<file path="src/rtl/uart_rx_cmd.sv">
// uart_rx_cmd: 8N1 UART receiver with 16x-style oversampling, mid-bit sampling,
// one-entry valid/ready output register, framing-error pulse and sticky overrun.
module uart_rx_cmd #(
  parameter int unsigned CLK_FREQ   = 100_000_000,
  parameter int unsigned BAUD       = 9600,
  parameter int unsigned OVERSAMPLE = 16
) (
  input  logic       clk,
  input  logic       rst,
  input  logic       rx,
  input  logic       ready,
  output logic [7:0] data,
  output logic       valid,
  output logic       frame_err,
  output logic       overrun,
  output logic       busy
);

  localparam int unsigned DIV = CLK_FREQ / (BAUD * OVERSAMPLE);
  localparam int unsigned DCW = (DIV > 1) ? $clog2(DIV) : 1;
  localparam int unsigned TCW = $clog2(OVERSAMPLE);

  localparam logic [DCW-1:0] DIV_LAST  = DCW'(DIV - 1);
  localparam logic [TCW-1:0] HALF_LAST = TCW'(OVERSAMPLE / 2 - 1);
  localparam logic [TCW-1:0] FULL_LAST = TCW'(OVERSAMPLE - 1);

  if (DIV < 1) begin : g_div_check
    $error("uart_rx_cmd: CLK_FREQ must be at least BAUD*OVERSAMPLE");
  end

  if ((OVERSAMPLE < 4) || ((OVERSAMPLE % 2) != 0)) begin : g_os_check
    $error("uart_rx_cmd: OVERSAMPLE must be even and at least 4");
  end

  typedef enum logic [2:0] {
    S_IDLE,
    S_START,
    S_DATA,
    S_STOP,
    S_BREAK
  } state_t;

  state_t         state;
  logic           rx_m;
  logic           rx_s;
  logic [DCW-1:0] div_cnt;
  logic [TCW-1:0] tick_cnt;
  logic [2:0]     bit_idx;
  logic [7:0]     shift;
  logic           tick;
  logic           sample;
  logic           start_edge;
  logic           good_stop;
  logic           handshake;

  assign start_edge = (state == S_IDLE) && !rx_s;
  assign tick       = (div_cnt == DIV_LAST);
  assign good_stop  = (state == S_STOP) && sample && rx_s;
  assign handshake  = valid && ready;
  assign busy       = (state != S_IDLE);

  // Start bit is checked at half a bit period; every later sample is a full bit apart.
  always_comb begin
    sample = 1'b0;
    if (tick) begin
      if (state == S_START) sample = (tick_cnt == HALF_LAST);
      else                  sample = (tick_cnt == FULL_LAST);
    end
  end

  always_ff @(posedge clk or posedge rst) begin
    if (rst) begin
      rx_m <= 1'b1;
      rx_s <= 1'b1;
    end else begin
      rx_m <= rx;
      rx_s <= rx_m;
    end
  end

  always_ff @(posedge clk or posedge rst) begin
    if (rst) begin
      div_cnt <= '0;
    end else if (start_edge || tick) begin
      div_cnt <= '0;
    end else begin
      div_cnt <= div_cnt + 1'b1;
    end
  end

  always_ff @(posedge clk or posedge rst) begin
    if (rst) begin
      state     <= S_IDLE;
      tick_cnt  <= '0;
      bit_idx   <= '0;
      shift     <= '0;
      frame_err <= 1'b0;
    end else begin
      frame_err <= 1'b0;
      case (state)
        S_IDLE: begin
          if (!rx_s) begin
            state    <= S_START;
            tick_cnt <= '0;
          end
        end
        S_START: begin
          if (sample) begin
            tick_cnt <= '0;
            bit_idx  <= '0;
            state    <= rx_s ? S_IDLE : S_DATA;
          end else if (tick) begin
            tick_cnt <= tick_cnt + 1'b1;
          end
        end
        S_DATA: begin
          if (sample) begin
            tick_cnt <= '0;
            shift    <= {rx_s, shift[7:1]};
            if (bit_idx == 3'd7) state   <= S_STOP;
            else                 bit_idx <= bit_idx + 1'b1;
          end else if (tick) begin
            tick_cnt <= tick_cnt + 1'b1;
          end
        end
        S_STOP: begin
          if (sample) begin
            tick_cnt <= '0;
            if (rx_s) begin
              state <= S_IDLE;
            end else begin
              frame_err <= 1'b1;
              state     <= S_BREAK;
            end
          end else if (tick) begin
            tick_cnt <= tick_cnt + 1'b1;
          end
        end
        S_BREAK: begin
          if (rx_s) state <= S_IDLE;
        end
        default: state <= S_IDLE;
      endcase
    end
  end

  // A good stop coinciding with a handshake replaces the byte and counts as a consume.
  always_ff @(posedge clk or posedge rst) begin
    if (rst) begin
      data    <= '0;
      valid   <= 1'b0;
      overrun <= 1'b0;
    end else if (good_stop) begin
      if (!valid || ready) begin
        data  <= shift;
        valid <= 1'b1;
        if (valid) overrun <= 1'b0;
      end else begin
        overrun <= 1'b1;
      end
    end else if (handshake) begin
      valid   <= 1'b0;
      overrun <= 1'b0;
    end
  end

endmodule
</file>
<file path="config.mk">
export PLATFORM = sky130hd
export DESIGN_NAME = uart_rx_cmd
export DESIGN_NICKNAME = d
export VERILOG_FILES = /design/src/rtl/uart_rx_cmd.sv
export SDC_FILE = /design/constraint.sdc
export NUM_CORES = 1
export LEC_CHECK = 0
export CAP_MARGIN = 30
export CELL_PAD_IN_SITES_DETAIL_PLACEMENT = 2
export CELL_PAD_IN_SITES_GLOBAL_PLACEMENT = 2
export CORE_MARGIN = 2
export CORE_UTILIZATION = 25
export CTS_CLUSTER_SIZE = 12
export DETAILED_ROUTE_END_ITERATION = 7
export PLACE_DENSITY_LB_ADDON = 0.1
export SETUP_SLACK_MARGIN = 0.02
export SYNTH_ARGS = -nofsm -noshare
export SYNTH_HDL_FRONTEND = slang
export SYNTH_SLANG_ARGS = --single-unit
export TNS_END_PERCENT = 5
</file>
<file path="constraint.sdc">
create_clock -name clk -period 6.57 [get_ports clk]
set_input_delay 1.971 -clock clk [delete_from_list [all_inputs] [get_ports clk]]
set_output_delay 1.971 -clock clk [all_outputs]
set_load 0.05 [all_outputs]
</file>
==> results of run 1 <==
## synth_stat cells, types with 2 or more instances
cell type,instances,area (um2)
dfrtp_1,39,976
nor2_1,20,75.1
mux2_2,18,203
nand2_1,9,33.8
nand3_1,7,35.0
inv_1,6,22.5
ha_1,5,62.6
nor3b_1,5,37.5
xnor2_1,5,43.8
clkbuf_1,4,15.0
o21ai_0,4,20.0
xor2_1,4,35.0
a21oi_1,2,10.0
a22o_1,2,17.5
dfstp_2,2,52.6
nand2b_1,2,12.5
nor3_1,2,10.0
## cell type report
type | instances | share of cell area
flip-flops and latches | 41 | 0.458
multi-input cells | 107 | 0.359
repair buffers | 16 | 0.0702
well taps | 99 | 0.0551
clock buffers | 6 | 0.0323
clock inverters | 2 | 0.0156
inverters | 6 | 0.0100
## logic make-up after synthesis
group                    share of synthesized area
AND/OR/NAND/NOR                              0.185
flip-flops                                   0.548
multiplexers                                 0.108
AO/OA/AOI/OAI                               0.0613
buffers and inverters                       0.0226
XOR/XNOR                                    0.0420
adder cells (fa/ha/maj)                     0.0333
## state kept, by name, indices dropped and copies added, names as in the netlist, 3 cells and up
register,cells
tick_cnt,4
div_cnt,10
state,3
data,8
shift,8
bit_idx,3
## metrics by stage
stage / power, mW / area (um2)
2_1_floorplan: 0.266 / 1880
3_3_place_gp: 0.272 / 2140
3_5_place_dp: 0.272 / 2140
4_1_cts: 0.483 / 2250
5_1_grt: 0.495 / 2250
6_report: 0.471 / 2250
## worst min path at each step
stage / depth (start not counted) / end / slack [ps] / startpoint
final: 0 / rx_s$_DFF_PP1_ / 360 / rx_m$_DFF_PP1_
after global routing: 0 / rx_s$_DFF_PP1_ / 360 / rx_m$_DFF_PP1_
after CTS: 0 / rx_s$_DFF_PP1_ / 360 / rx_m$_DFF_PP1_
after detailed placement: 0 / rx_s$_DFF_PP1_ / 350 / rx_m$_DFF_PP1_
after global placement: 0 / rx_s$_DFF_PP1_ / 350 / rx_m$_DFF_PP1_
after floorplan: 0 / rx_s$_DFF_PP1_ / 350 / rx_m$_DFF_PP1_
## worst reg2reg max path, stage by stage, from the launching register on
cell	delay (ps)
dfrtp_1	430
or4b_1	580
and4bb_2	400
nand4_4	150
nor3b_4	480
mux2_2	390
## report_power, final
group          leakage, nW  internal (mW)  switching [mW]
Clock               0.0552          0.113          0.0914
Combinational        0.405        0.00340         0.00831
Sequential           0.550          0.254         0.00103
Total                 1.01          0.370           0.101
## per-layer routing
metal  wire length (um)  share of wire  vias up
li1                   -              -      590
met5                  0              0        -
met2               2070           0.50       14
met3                117          0.028        7
met4                 63          0.015        0
met1               1900           0.46      664
==> flow_summary.json, run 1 <==
{
  "rsz0062_at_grt": "no",
  "gr-total-overflow": 0,
  "critPathTopFamily": "buffers and inverters",
  "fillers": 778,
  "post-route-util": 0.310,
  "clock_sinks": 41,
  "crit_path_top_delay_cell": "clkdlybuf4s50_1",
  "cts.clk_slew.worst_paths_ps": 90,
  "status": "finished, final reports clean",
  "io_pins": 16,
  "synth_area_mm2": 0.00188,
  "syn_nets": 168,
  "diodes": 0,
  "worstSetupEndpoint": "busy",
  "fmax_ghz": 0.254,
  "r2r_setup_slack_ps": 4030,
  "cp-startpoint": "state[2]$_DFFE_PP0P_",
  "r2r_end": "data[5]$_DFFE_PP0P_",
  "slew_headroom": 0.640,
  "drt_iter0_drc": 33,
  "start_util": 0.259,
  "critPathMaxStageDelay_ps": 800,
  "first_global_vias": 1485,
  "cts_max_level": 2,
  "yosys_warnings": 0,
  "dp.cells": 269,
  "hold_buffers": 0,
  "ys_seq_elements": 41,
  "finalMaxSlewViolations": 0,
  "globalRouteMet2Util": 0.187,
  "ant_nets": 0,
  "path_depth": 3,
  "avgSynthCellArea_um2": 11.8,
  "final_cell_mix": "dfrtp_1, nor2_1, mux2_2",
  "async_flop_share": 1.00,
  "cts_made_buffers": 5,
  "via_per_inst": 4.60,
  "whs_ps": 360,
  "drive_gt1_frac": 0.197,
  "period_share": 0.599,
  "die_y_um": 90.7,
  "dieArea_mm2": 0.00822,
  "setup_ws_ps": 2630,
  "hp-class": "flop to flop",
  "maxCapViolations": 0,
  "antenna_found_initial": 0,
  "min_period_ps": 3940,
  "critPathCaptureType": "output port",
  "dp_hpwl_um": 2980,
  "crit_chain": "nor2_1 > nand2_1 > clkdlybuf4s50_1",
  "clkLatencyLatePin_ps": 300,
  "globalRouteMet1Util": 0.156,
  "critical_path_buf_inv_count": 1,
  "busiest_layer": "met2",
  "peakVddDrop_v": 0.0000855,
  "io_buffer_count": 15,
  "grt_pass1_wl_um": 7660,
  "stdcell_count": 277,
  "r2r_start": "div_cnt[5]$_DFF_PP0_",
  "multiInputGateArea_um2": 807,
  "area_growth_pct": 19.7,
  "fin_tns_setup_ps": 0,
  "ctsResizeCount": 0,
  "final_common_cell": "dfrtp_1",
  "cts_setup_buffers": 0,
  "startpoint_type": "flop",
  "power_density_mw_per_mm2": 209,
  "seq_area_frac_synth": 0.548,
  "synth_edf_count": 0,
  "cts_tree": "yes",
  "grt_max_degree": 42,
  "wl_per_cell_um": 15.0,
  "wl_um": 4150,
  "p_leak_nw": 1.01,
  "gp_congestion": 0.734,
  "finalHoldViolations": 0,
  "remaining_drc_errors": 0,
  "crit_arrival_ps": 1970,
  "drt_first_pass_iters": 3,
  "final_nets": 186,
  "grtUsageTotal": 0.118,
  "clockBufferDepth": 2,
  "root_buffer": "clkbuf_8",
  "critPathKind": "flop to output port",
  "setup_violations": 0,
  "core_mm2": 0.00725,
  "vias": 1275,
  "rows": 31,
  "seqCellArea_mm2": 0.00103,
  "yosysUniqueCellTypes": 40,
  "ys.flop_type": "dfrtp_1",
  "worst_pin_slew_ps": 539,
  "grtUsageMet3": 0.0351,
  "syn-instance-count": 159,
  "preCtsSetupSlack_ps": 2940,
  "required_ps": 4600,
  "crit_path_max_fanout": 11,
  "clock_skew_ps": 9.07,
  "die_x_um": 90.7,
  "reg2reg_depth": 5
}
No activity file was read; power rests on OpenSTA's default activity.
==> run 2: changes to the inputs <==
- clock period: 6.57 -> 3.6 ns (I/O delays scaled with it)
==> run 2 against run 1 <==
Net effect:
- critical path type unchanged
- via count shrank 1.1%
- register-to-register slack lost 3000 ps
- largest cell class unchanged
- critical path depth is the same
==> flow_summary.json, run 2 (synthesized netlist as in run 1, its figures left out) <==
{
  "rsz0062_at_grt": "no",
  "clock_skew_ps": 11.4,
  "drt_first_pass_iters": 3,
  "grtUsageTotal": 0.117,
  "min_period_ps": 3050,
  "die_y_um": 90.7,
  "p_leak_nw": 1.01,
  "slew_headroom": 0.643,
  "crit_arrival_ps": 1970,
  "cts_setup_buffers": 0,
  "ant_nets": 0,
  "critPathKind": "flop to output port",
  "diodes": 0,
  "die_x_um": 90.7,
  "rows": 31,
  "clockBufferDepth": 2,
  "required_ps": 2520,
  "dieArea_mm2": 0.00822,
  "largest-register": "div_cnt",
  "grt_pass1_wl_um": 7630,
  "maxCapViolations": 0,
  "final_cell_mix": "dfrtp_1, nor2_1, mux2_2",
  "power_uw": 863,
  "ctsResizeCount": 0,
  "crit_path_max_fanout": 11,
  "setup_violations": 0,
  "hp-class": "flop to flop",
  "first_global_vias": 1461,
  "area_growth_pct": 19.7,
  "wl_per_cell_um": 15.1,
  "worst_pin_slew_ps": 535,
  "gp_congestion": 0.733,
  "critPathCaptureType": "output port",
  "gr-total-overflow": 0,
  "cts_max_level": 2,
  "fin_tns_setup_ps": 0,
  "io_buffer_count": 15,
  "via_per_inst": 4.55,
  "cts_made_buffers": 5,
  "remaining_drc_errors": 0,
  "status": "finished, final reports clean",
  "io_pins": 16,
  "start_util": 0.259,
  "fmax_ghz": 0.328,
  "cts_tree": "yes",
  "peakVddDrop_v": 0.000151,
  "finalMaxSlewViolations": 0,
  "drt_iter0_drc": 31,
  "wl_um": 4180,
  "hold_buffers": 0,
  "power_density_mw_per_mm2": 384,
  "cts.clk_slew.worst_paths_ps": 80,
  "antenna_found_initial": 0,
  "clock_sinks": 41,
  "dp_hpwl_um": 3020,
  "finalHoldViolations": 0,
  "top_regs": "div_cnt: 10 flops, data: 8 flops, shift: 8 flops",
  "vias": 1261,
  "startpoint_type": "flop",
  "final_nets": 186,
  "final_common_cell": "dfrtp_1",
  "period_share": 0.846,
  "post-route-util": 0.310,
  "clkLatencyLatePin_ps": 300,
  "core_mm2": 0.00725,
  "grt_max_degree": 42,
  "drive_gt1_frac": 0.197,
  "largest_reg_flops": 10,
  "whs_ps": 360,
  "root_buffer": "clkbuf_8"
}
## run 2: cell counts in the layout (fill, tap and decap cells not counted)
Identical to the previous run, type by type.
## run 2: final timing paths
kind                                      startpoint                  end  slack [ps]  cells after the start
worst max-delay path            state[2]$_DFFE_PP0P_                 busy         550                      3
worst min-delay path                  rx_m$_DFF_PP1_       rx_s$_DFF_PP1_         360                      0
worst max register to register  div_cnt[5]$_DFF_PP0_  data[6]$_DFFE_PP0P_        1050                      5
worst min register to register        rx_m$_DFF_PP1_       rx_s$_DFF_PP1_         360                      0
max in group asynchronous                        rst       rx_s$_DFF_PP1_        1990                      3
min in group asynchronous                        rst  data[6]$_DFFE_PP0P_        1230                      3
## run 2: worst max-delay path, cell delays in order (launching register included)
cell and delay [ps]:
dfrtp_1 610, nor2_1 170, nand2_1 100, clkdlybuf4s50_1 800
## run 2: power breakdown
part	internal, mW	switching, mW
logic	0.00620	0.0150
clock network	0.206	0.171
registers	0.463	0.00194
total	0.675	0.188
## run 2: cell type report
cell class / instances / area [um2]
repair buffers: 16 / 158
well taps: 99 / 124
clock buffers: 6 / 72.6
multi-input cells: 107 / 807
clock inverters: 2 / 35.0
flip-flops and latches: 41 / 1030
fillers: 802 / 5010
inverters: 6 / 22.5
## run 2: stage by stage
| stage | setup WS, ps | cells | instance area [um2] |
|---|---|---|---|
| finish | 553 | 277 | 2250 |
| global route | 434 | 277 | 2250 |
| CTS | 521 | 277 | 2250 |
| detailed placement | 870 | 269 | 2140 |
| global placement | 928 | 269 | 2140 |
| floorplan | 1320 | 159 | 1880 |
## run 2: layer usage
layer  vias up  GRT usage  part of all wire
met5         -          0                 0
li1        588          -                 -
met1       653      0.153              0.46
met4         0     0.0346             0.014
met2        14      0.189              0.50
met3         6     0.0317             0.026
==> run 3: changes to the inputs <==
- clock period: 3.6 -> 2.64 ns (I/O delays scaled with it)
==> run 3 against run 2 <==
Net effect:
- power increased by 38%
- clock skew is 6.6 ps lower
- combinational power grew 36%
- core utilization increased by 0.36 points
- non-clock buffer count increased by 1
- cell count is 0.36% higher
- routed wire length is 0.48% higher
- hold slack better by 4.3 ps
- die area unchanged
- register-to-register slack got worse by 810 ps
- sequential share of layout area decreased by 0.53 points
- first-iteration DRC count decreased by 48%
- largest cell class unchanged
- largest power group unchanged
==> flow_summary.json, run 3 (synthesized netlist as in run 1, its figures left out) <==
{
  "critPathCaptureType": "flop",
  "globalRouteMet2Util": 0.185,
  "final_cell_mix": "dfrtp_1, nor2_1, mux2_2",
  "p_leak_nw": 1.02,
  "final_common_cell": "dfrtp_1",
  "grtUsageTotal": 0.114,
  "power_density_mw_per_mm2": 523,
  "dieArea_mm2": 0.00822,
  "area_growth_pct": 21.1,
  "slew_headroom": 0.647,
  "clockBufferDepth": 2,
  "io_buffer_count": 15,
  "cts.clk_slew.worst_paths_ps": 80,
  "critPathKind": "flop to flop",
  "drt_first_pass_iters": 3,
  "finalMaxSlewViolations": 0,
  "required_ps": 2820,
  "seqCellArea_mm2": 0.00103,
  "first_global_vias": 1472,
  "start_util": 0.259,
  "remaining_drc_errors": 0,
  "rows": 31,
  "cts_made_buffers": 5,
  "status": "finished, final reports clean",
  "diodes": 0,
  "maxCapViolations": 0,
  "crit_arrival_ps": 2570,
  "dp_hpwl_um": 3060,
  "via_per_inst": 4.51,
  "startpoint_type": "flop",
  "cts_max_level": 2,
  "root_buffer": "clkbuf_8",
  "crit_chain": "or4b_1 > and4bb_2 > nand4_4 > nor3_4 > mux2_2",
  "finalHoldViolations": 0,
  "critPathMaxStageDelay_ps": 560,
  "setup_ws_ps": 241,
  "hp-class": "flop to flop",
  "die_y_um": 90.7,
  "busiest_layer": "met2",
  "critPathTopFamily": "simple AND/OR/NAND/NOR gates",
  "wl_per_cell_um": 15.1,
  "vias": 1253,
  "drive_gt1_frac": 0.207,
  "preCtsSetupSlack_ps": 134,
  "gr-total-overflow": 0,
  "grt_max_degree": 42,
  "globalRouteMet1Util": 0.154,
  "period_share": 0.909,
  "ctsResizeCount": 0,
  "clock_sinks": 41,
  "antenna_found_initial": 0,
  "stdcell_area_mm2": 0.00227,
  "placed_cell_area_mm2": 0.00214,
  "core_mm2": 0.00725,
  "largest_reg_flops": 10,
  "grt_pass1_wl_um": 7510,
  "largest-register": "div_cnt",
  "drt_iter0_drc": 16,
  "cts_tree": "yes",
  "crit_path_max_fanout": 8,
  "fillers": 803,
  "multiInputGateArea_um2": 807,
  "fmax_ghz": 0.417,
  "power_mw": 1.19,
  "min_period_ps": 2400,
  "fin_tns_setup_ps": 0,
  "wl_um": 4200,
  "clkLatencyLatePin_ps": 290,
  "io_pins": 16,
  "rsz0062_at_grt": "no",
  "top_regs": "div_cnt: 10 flops, data: 8 flops, shift: 8 flops",
  "gp_congestion": 0.661,
  "ant_nets": 0,
  "worst_pin_slew_ps": 530,
  "peakVddDrop_v": 0.000206,
  "crit_path_top_delay_cell": "or4b_1",
  "setup_violations": 0,
  "die_x_um": 90.7,
  "clock_skew_ps": 4.79,
  "grtUsageMet3": 0.0267,
  "final_nets": 187,
  "critical_path_buf_inv_count": 0
}
-- run 3: cell count changes in the layout (fill, tap and decap cells not counted) --
cell,before,now
buf_12,0,1
clkdlybuf4s50_1,15,14
clkbuf_8,5,6
buf_4,1,2
clkinv_2,1,0
-- run 3: timing repair --
action	in CTS	in global routing
endpoints found under the setup margin	0	8
hold buffers	0	0
buffers inserted	0	1
-- run 3: layout make-up --
cell class	count	share of cell area
repair buffers	17	0.0771
well taps	99	0.0545
inverters	6	0.00991
multi-input cells	107	0.355
clock inverters	1	0.0132
flip-flops and latches	41	0.452
clock buffers	7	0.0380
-- run 3: per-stage QoR --
step                      hold WS, ps  utilization  instances
final                             364        0.313        278
after global routing              364        0.313        278
after CTS                         363        0.311        277
after detailed placement          353        0.295        269
after global placement            350        0.295        269
after floorplan                   345            -        159
-- run 3: path summary, 6_finish.rpt --
kind                                      start                    to  slack [ps]  depth (start not counted)
hold / removal                   rx_m$_DFF_PP1_        rx_s$_DFF_PP1_         360                          0
setup reg to reg           div_cnt[5]$_DFF_PP0_  shift[3]$_DFFE_PP0P_         240                          5
setup / recovery           div_cnt[5]$_DFF_PP0_  shift[3]$_DFFE_PP0P_         240                          5
max in group asynchronous                   rst        rx_s$_DFF_PP1_        1310                          3
min in group asynchronous                   rst   data[6]$_DFFE_PP0P_         960                          3
hold reg to reg                  rx_m$_DFF_PP1_        rx_s$_DFF_PP1_         360                          0
-- run 3: power by group --
| part | switching (mW) | internal [mW] | leakage [nW] |
|---|---|---|---|
| registers | 0.00277 | 0.631 | 0.550 |
| logic | 0.0204 | 0.00847 | 0.412 |
| clock network | 0.219 | 0.309 | 0.0585 |
| total | 0.242 | 0.948 | 1.02 |
-- run 3: metal layers --
metal / part of all wire / vias to the layer above
met5: 0 / -
met4: 0.0076 / 0
met3: 0.025 / 4
met2: 0.50 / 13
met1: 0.46 / 646
li1: - / 590
